--- src/rtl/accu_pkg.sv ---
// Shared definitions for the windowed accumulator: state encodings,
// result-width rule and window-length decode.
package accu_pkg;

    localparam logic [0:0] ST_IDLE  = 1'b0;  // no window open
    localparam logic [0:0] ST_ACCUM = 1'b1;  // window open, samples being summed

    // Minimum result width that cannot overflow when summing win_max samples.
    function automatic int out_w_min(input int in_w, input int win_max);
        return in_w + $clog2(win_max);
    endfunction

    // A window length of zero selects the longest window.
    function automatic int unsigned decode_len(input int unsigned len, input int unsigned win_max);
        return (len == 0) ? win_max : len;
    endfunction

endpackage

--- src/rtl/accu_lane.sv ---
// One channel of the window accumulator: sign-extending adder feeding an
// accumulator register with zero/enable controls.
module accu_lane
    import accu_pkg::*;
#(
    parameter int IN_W  = 32,
    parameter int OUT_W = 38
) (
    input  logic                    clk,
    input  logic                    rst_n,
    input  logic                    zero_i,
    input  logic                    en_i,
    input  logic [IN_W-1:0]         din_i,
    output logic signed [OUT_W-1:0] sum_o
);

    logic signed [OUT_W-1:0] acc_q, acc_d;

    assign sum_o = acc_q + OUT_W'(signed'(din_i));

    always_comb begin
        acc_d = acc_q;
        if (zero_i) begin
            acc_d = '0;
        end else if (en_i) begin
            acc_d = sum_o;
        end
    end

    always_ff @(posedge clk or negedge rst_n) begin
        if (!rst_n) begin
            acc_q <= '0;
        end else begin
            acc_q <= acc_d;
        end
    end

endmodule

--- src/rtl/accu_window.sv ---
// Multi-channel windowed accumulator with a held, handshaked result.
// Define ACCU_OVR_EN to add the sticky 'ovr' output flagging overwritten results.
module accu_window
    import accu_pkg::*;
#(
    parameter int IN_W    = 32,
    parameter int CH      = 4,
    parameter int WIN_MAX = 64,
    parameter int OUT_W   = out_w_min(IN_W, WIN_MAX)
) (
    input  logic                          clk,
    input  logic                          rst_n,
    input  logic                          clear,
    input  logic [$clog2(WIN_MAX+1)-1:0]  win_len,
    input  logic                          in_valid,
    input  logic [CH*IN_W-1:0]            din,
    output logic                          out_valid,
    input  logic                          out_ready,
    output logic [CH*OUT_W-1:0]           dout,
    output logic [$clog2(WIN_MAX+1)-1:0]  win_cnt
`ifdef ACCU_OVR_EN
    ,
    output logic                          ovr
`endif
);

    localparam int CW = $clog2(WIN_MAX+1);

    if (OUT_W < out_w_min(IN_W, WIN_MAX)) begin : g_width_chk
        $error("accu_window: OUT_W too narrow for IN_W and WIN_MAX");
    end

    logic [0:0]          state_q, state_d;
    logic [CW-1:0]       cnt_q, cnt_d;
    logic [CW-1:0]       len_q, len_d;
    logic [CW-1:0]       len_eff;
    logic                done;
    logic                lane_zero;
    logic                out_valid_q, out_valid_d;
    logic [CH*OUT_W-1:0] dout_q, dout_d;
    logic [CH*OUT_W-1:0] sums;

    // The first sample of a window uses the live win_len; later ones the latched copy.
    assign len_eff   = (state_q == ST_IDLE) ? CW'(decode_len(32'(win_len), WIN_MAX)) : len_q;
    assign done      = in_valid && !clear && ((cnt_q + CW'(1)) == len_eff);
    assign lane_zero = clear || done;

    for (genvar g = 0; g < CH; g++) begin : g_lane
        accu_lane #(
            .IN_W  (IN_W),
            .OUT_W (OUT_W)
        ) u_lane (
            .clk    (clk),
            .rst_n  (rst_n),
            .zero_i (lane_zero),
            .en_i   (in_valid),
            .din_i  (din[g*IN_W +: IN_W]),
            .sum_o  (sums[g*OUT_W +: OUT_W])
        );
    end

    always_comb begin
        state_d = state_q;
        cnt_d   = cnt_q;
        len_d   = len_q;
        if (clear) begin
            state_d = ST_IDLE;
            cnt_d   = '0;
        end else if (in_valid) begin
            if (state_q == ST_IDLE) begin
                len_d = len_eff;
            end
            if (done) begin
                state_d = ST_IDLE;
                cnt_d   = '0;
            end else begin
                state_d = ST_ACCUM;
                cnt_d   = cnt_q + CW'(1);
            end
        end
    end

    // A new completion always wins over an accept in the same cycle.
    always_comb begin
        dout_d      = dout_q;
        out_valid_d = out_valid_q;
        if (out_valid_q && out_ready) begin
            out_valid_d = 1'b0;
        end
        if (done) begin
            dout_d      = sums;
            out_valid_d = 1'b1;
        end
    end

    always_ff @(posedge clk or negedge rst_n) begin
        if (!rst_n) begin
            state_q     <= ST_IDLE;
            cnt_q       <= '0;
            len_q       <= CW'(WIN_MAX);
            dout_q      <= '0;
            out_valid_q <= 1'b0;
        end else begin
            state_q     <= state_d;
            cnt_q       <= cnt_d;
            len_q       <= len_d;
            dout_q      <= dout_d;
            out_valid_q <= out_valid_d;
        end
    end

    assign out_valid = out_valid_q;
    assign dout      = dout_q;
    assign win_cnt   = cnt_q;

`ifdef ACCU_OVR_EN
    logic ovr_q, ovr_d;

    always_comb begin
        ovr_d = ovr_q;
        if (clear) begin
            ovr_d = 1'b0;
        end else if (done && out_valid_q && !out_ready) begin
            ovr_d = 1'b1;
        end
    end

    always_ff @(posedge clk or negedge rst_n) begin
        if (!rst_n) begin
            ovr_q <= 1'b0;
        end else begin
            ovr_q <= ovr_d;
        end
    end

    assign ovr = ovr_q;
`endif

endmodule

--- config.mk ---
export PLATFORM = sky130hd
export DESIGN_NAME = accu_window
export DESIGN_NICKNAME = d
export VERILOG_FILES = /design/src/rtl/accu_pkg.sv /design/src/rtl/accu_lane.sv /design/src/rtl/accu_window.sv
export SDC_FILE = /design/constraint.sdc
export NUM_CORES = 1
export LEC_CHECK = 0
export CAP_MARGIN = 10
export CORE_MARGIN = 10
export CORE_UTILIZATION = 30
export CTS_BUF_LIST = sky130_fd_sc_hd__clkbuf_4 sky130_fd_sc_hd__clkbuf_8
export DETAILED_ROUTE_END_ITERATION = 12
export DONT_BUFFER_PORTS = 1
export SYNTH_ARGS = -nofsm -noshare
export SYNTH_HDL_FRONTEND = slang
export SYNTH_SLANG_ARGS = --single-unit
--- constraint.sdc ---
create_clock -name clk -period 3.65 [get_ports clk]
set_input_delay 0.73 -clock clk [delete_from_list [all_inputs] [get_ports clk]]
set_output_delay 0.73 -clock clk [all_outputs]
set_load 0.02 [all_outputs]
Word-level counts from Yosys, hierarchy flattened. Index checks and enable logic that the tools add are counted.

Register bits: 320. Bits in latches: 0. Bits in writable memories: 0. ROM bits: 0. Input port bits: 140. Output and inout bits: 160. Logic and storage cells: 45. Memories kept: 0.

Add/sub/neg operators: 5. Multiply operators: 0. Divide/modulo/power cells: 0. Magnitude comparators: 0. Equal/unequal tests: 1. Shift operators: 0. Multiplexer cells: 18. Bitwise gates (word level): 2. Reductions and logical operators: 10.

Operators by type and width (count): 38-bit two-way mux (8); 38-bit by 32-bit adder with 38-bit output (4); 7-bit two-way mux (5); 7-bit by 1-bit adder with 7-bit output, second input constant (1); 7-bit == test (1); 7-bit logical NOT (1); 2-bit nonzero test (3); 1-bit two-way mux (5); 1-bit logical AND (3); 3-bit AND reduction (1); 1-bit NOT (2); 1-bit logical NOT (1); 1-bit logical OR (1).

Logic depth before layout (Yosys ltp).
Depth after elaboration: 8. Mapped depth: 13.

Modules after synthesis. From an unflattened synthesis, not the netlist that was laid out.

Cells, all modules: 2163. Area total of the unflattened synthesis: 21358.0 sq um.

By module, submodules not included: accu_lane at g_lane[2].u_lane ... (instances 2, cells each 438, area an instance 3703.6 sq um); accu_lane at g_lane[0].u_lane ... (instances 2, cells each 437, area an instance 3653.5 sq um); accu_window (instances 1, cells each 413, area an instance 6643.9 sq um).

Worst setup path before layout. OpenSTA, ideal clock, no wires.

Path type: input to register. Start: input din[96]. End: register dout_q[148], in the netlist dout[148]. Library setup time: 125 ps. Data arrival time: 3418 ps. Required time: 3525 ps. Slack: 107 ps. Cell stages on the path: 13. Buffers on the path: 0. Cell sequence: ha_1 -> inv_1 -> fa_1 -> nor2b_1 -> o31a_1 -> o31a_1 -> o31ai_4 -> a211oi_2 -> a2111oi_4 -> o21ai_2 -> a311o_1 -> xor2_1 -> mux2_4.

Longest elaborated chain between the ends: 1.

Ends and longest elaborated chain: start: declaration (RTL line accu_window.sv:16) `input logic [CH*IN_W-1:0] din,`; 38-bit by 32-bit adder with 38-bit output (RTL line accu_lane.sv:19) `assign sum_o = acc_q + OUT_W'(signed'(din_i));`; end signal: assignment (RTL line accu_window.sv:107) `dout_q <= dout_d;`; end: declaration (RTL line accu_window.sv:40) `logic [CH*OUT_W-1:0] dout_q, dout_d;`.

Every way passes these cells. A chain may end at the register's enable or synchronous reset.

Final worst setup path.
Start: register g_lane[0].u_lane.acc_q[8]. End: register dout_q[35], in the netlist dout[35].

Longest elaborated chain between the ends: 1.

Ends and longest elaborated chain: start: declaration (RTL line accu_lane.sv:17) `logic signed [OUT_W-1:0] acc_q, acc_d;`; start signal: assignment (RTL line accu_lane.sv:32) `acc_q <= '0;`; start signal: assignment (RTL line accu_lane.sv:34) `acc_q <= acc_d;`; 38-bit by 32-bit adder with 38-bit output (RTL line accu_lane.sv:19).

Every way passes these cells.

==> impl_metrics.csv <==
group,metric,value,unit
status,status,"complete, but fails checks",
status,violations,"hold timing",
global_routing,grt_overflow,0,
timing,setup_slack,260,ps
yosys,synthArstFlopShare,100,%
yosys,syn_nets,2287,
finish,multi_input_area,0.0113,mm²
clock_tree,path_clk_slew,60,ps
timing,finalSetupViolations,0,
yosys,synth_ff_type,"dfrtp_1",
detailed_routing,drc,0,
floorplanning,die_x,277,µm
detailed_routing,first_pass_iters,5,
detailed_routing,wl_per_cell,20.4,µm
yosys,ys_ff_latch,320,
worst_setup_path,critPathMaxFanout,5,
floorplanning,die-area,0.0769,mm²
clock_tree,clk_path_buf_depth,3,
finish,diodes,0,
finish,synthToLayoutAreaGrowth,14.4,%
worst_setup_path,startpoint_type,"flop",
floorplanning,fp-row-count,94,
yosys,ys_warn_count,0,
finish,fillers,6582,
global_routing,antenna_found_initial,1,
hold_path,min_path_type,"in -> async",
floorplanning,initial_core_util,30.2,%
placed_design,gp_congestion,0.894,
timing,drv_slew,0,
timing,worstMarginPinSlew,987,ps
yosys,synth_area,0.0199,mm²
clock_tree,cts_sinks,320,
timing,period_share,92.9,%
placed_design,dp_hpwl,43300,µm
finish,instances_no_fill,2946,
yosys,avgSynthCellArea,9.96,µm²
worst_setup_path,max_stage_delay,630,ps
clock_tree,post_cts_buffers,0,
power_and_ir_drop,irDropWorstVdd,0.309,mV
yosys,ys_seq_area_share,40.3,%
finish,fin_area,0.0227,mm²
timing,fmax,295,MHz
placed_design,place_inst,2830,
global_routing,grt_pass1_wl,94200,µm
yosys,synth_xor_area_share,6.55,%
worst_setup_path,endpoint_kind,"flop",
detailed_routing,vias,15785,
global_routing,grt_max_degree,321,
yosys,synth_edf_count,0,
timing,period_minus_slack,3390,ps
timing,whs,-194,ps
finish,seqCellArea,0.00801,mm²
worst_setup_path,worstSetupPathType,"reg -> reg",
yosys,synth_compound_area_share,22.9,%
clock_tree,cts_buffers,66,
worst_setup_path,crit_slowest_cell,"a2111oi_0",
worst_setup_path,cp.buffers_inverters,0,
clock_tree,htree_levels,3,
detailed_routing,avgViaCountPerCell,5.36,
global_routing,grt_pass1_vias,16346,
timing,hold_viol,255,
yosys,yosys.area_share.simple,9.86,%
floorplanning,pin_count,300,
yosys,syn_inst,1994,
flow_run,maxCapViolations,0,
power_and_ir_drop,power.leakage,11.0,nW
floorplanning,fp.dieH,277,µm
power_and_ir_drop,pwr_density_cell,593,mW/mm²
placed_design,place_ws,-344,ps
timing,clock_skew,38.8,ps
placed_design,postPlaceCellArea,0.0212,mm²
worst_setup_path,crit_chain,"ha_1 > o21ai_0 > a2111oi_0 > a211oi_1 > a31oi_1 > a31oi_1 > o21ai_0 > a21o_1 > a21oi_1 > xnor2_1 > mux2_2",
timing,slew_headroom,34.2,%
finish,nNetsFinal,2327,
worst_setup_path,worst_ep_required_time,4150,ps
detailed_routing,detail-route-antenna-nets,0,
worst_setup_path,worstPathArrival,3890,ps
clock_tree,cts_tree,"done",
detailed_routing,first_iter_violations,865,
yosys,synthMuxAreaShare,7.68,%
floorplanning,core,0.0657,mm²
detailed_routing,drt_wl_total,60000,µm
worst_setup_path,path_delay_family,"compound AO/OA/AOI/OAI gates",
yosys,ys_types,76,
timing,grt_setup_unrepaired,"false",
yosys,synth_top_family_by_area,"compound AO/OA/AOI/OAI gates",
clock_tree,cts_root_buf,"clkbuf_8",
finish,drive_gt1_share,16.3,%
global_routing,grtUsageTotal,15.1,%
placed_design,io_buffers,0,
clock_tree,clock_latency,640,ps
yosys,synthAdderAreaFrac,9.79,%
## stage by stage
| stage | total power (W) | util, % | setup TNS, ps | hold slack (ps) |
|---|---|---|---|---|
| 4_1_cts | 0.0137 | 34.5 | 0 | -279 |
| 6_report | 0.0135 | 34.6 | 0 | -194 |
| 5_1_grt | 0.0143 | 34.6 | 0 | -263 |
| 3_5_place_dp | 0.00913 | 32.2 | -845 | 449 |
| 2_1_floorplan | 0.00794 | - | 0 | 434 |
| 3_3_place_gp | 0.00904 | 32.2 | -808 | 452 |
## cells by family after synthesis
family                     after synthesis
DFF                                    320
buffers and inverters                  149
and+or+nand+nor                        424
muxes                                  136
AOI/OAI and AO/OA                      665
adders and majority gates              153
xor gates and xnor gates               147
## where the power goes
part           internal (W)  total [W]  switching, W
registers           0.00416    0.00505      0.000890
clock network       0.00264    0.00438       0.00174
logic               0.00182    0.00404       0.00222
## path summary, 6_finish.rpt
path | startpoint | end | slack (ps) | cells after the start
max | g_lane[0].u_lane.acc_q[8]$_DFFE_PN0P_ | dout[35]$_DFFE_PN0P_ | 260 | 11
min | rst_n | g_lane[3].u_lane.acc_q[22]$_DFFE_PN0P_ | -190 | 0
max reg2reg | g_lane[0].u_lane.acc_q[8]$_DFFE_PN0P_ | dout[35]$_DFFE_PN0P_ | 260 | 11
min reg2reg | g_lane[2].u_lane.acc_q[32]$_DFFE_PN0P_ | g_lane[2].u_lane.acc_q[32]$_DFFE_PN0P_ | 490 | 2
max in group asynchronous | rst_n | win_cnt[5]$_DFFE_PN0P_ | 3030 | 0
min in group clk | clear | win_cnt[4]$_DFFE_PN0P_ | 170 | 1
## per-layer routing
metal / vias to the layer above / share of wire (%) / global-route usage, %
met1: 7805 / 41 / 17.6
met3: 109 / 8.3 / 5.23
li1: 7449 / - / -
met2: 420 / 48 / 25.6
met4: 2 / 2.5 / 5.07
met5: - / 0.015 / 0
## cell usage in the layout, fill, tap and decap left out, drive strengths merged, types with 6 or more instances in the layout
cell	count
a211oi	20
a21o	83
a21oi	158
a22o	128
a31oi	20
and2	6
and3	12
buf	70
bufinv	7
clkbuf	93
clkinv	11
dfrtp	319
ha	149
inv	54
mux2	128
mux2i	8
nand2	156
nand2b	16
nand3	39
nand4	19
nor2	102
nor2b	18
nor3	23
nor3b	6
o211ai	10
o21a	24
o21ai	131
o21bai	19
o31a	6
o31ai	10
or3	10
xnor2	98
xor2	48
## worst reg2reg max path, cell delays in order (launching register included)
cell and delay (ps):
dfrtp_1 390, ha_1 370, o21ai_0 160, a2111oi_0 630, a211oi_1 150, a31oi_1 450, a31oi_1 220, o21ai_0 270
a21o_1 150, a21oi_1 70, xnor2_1 150, mux2_2 260
## area by class of cell
type / count / area share, %
Multi-Input combinational cell: 1525 / 49.8
Tap cell: 864 / 4.76
Timing Repair Buffer: 70 / 2.70
Sequential cell: 320 / 35.3
Clock buffer: 93 / 5.30
Inverter: 51 / 0.854
Clock inverter: 23 / 1.36
## registers in the layout, summed over array words and instances (netlist names)
signal               count
dout                   152
g_lane.u_lane.acc_q    152
len_q                    7
out_valid                1
state_q                  1
win_cnt                  7
## synth_stat cells (all sizes together), types with 50 or more instances
cell type | count | area, µm²
inv | 50 | 188
a22o | 128 | 1120
nand2 | 156 | 586
xnor2 | 98 | 858
ha | 149 | 1860
a21o | 83 | 623
clkbuf | 81 | 304
mux2 | 128 | 1450
o21ai | 131 | 659
a21oi | 158 | 795
nor2 | 102 | 383
dfrtp | 319 | 7980
## what timing repair did
action	4_1_cts	5_1_grt
resized for setup	1	2
endpoints found under the setup margin	1	1
endpoints found under the hold margin	319	319
pin swaps	0	1
(Power assumes the default switching activity.)
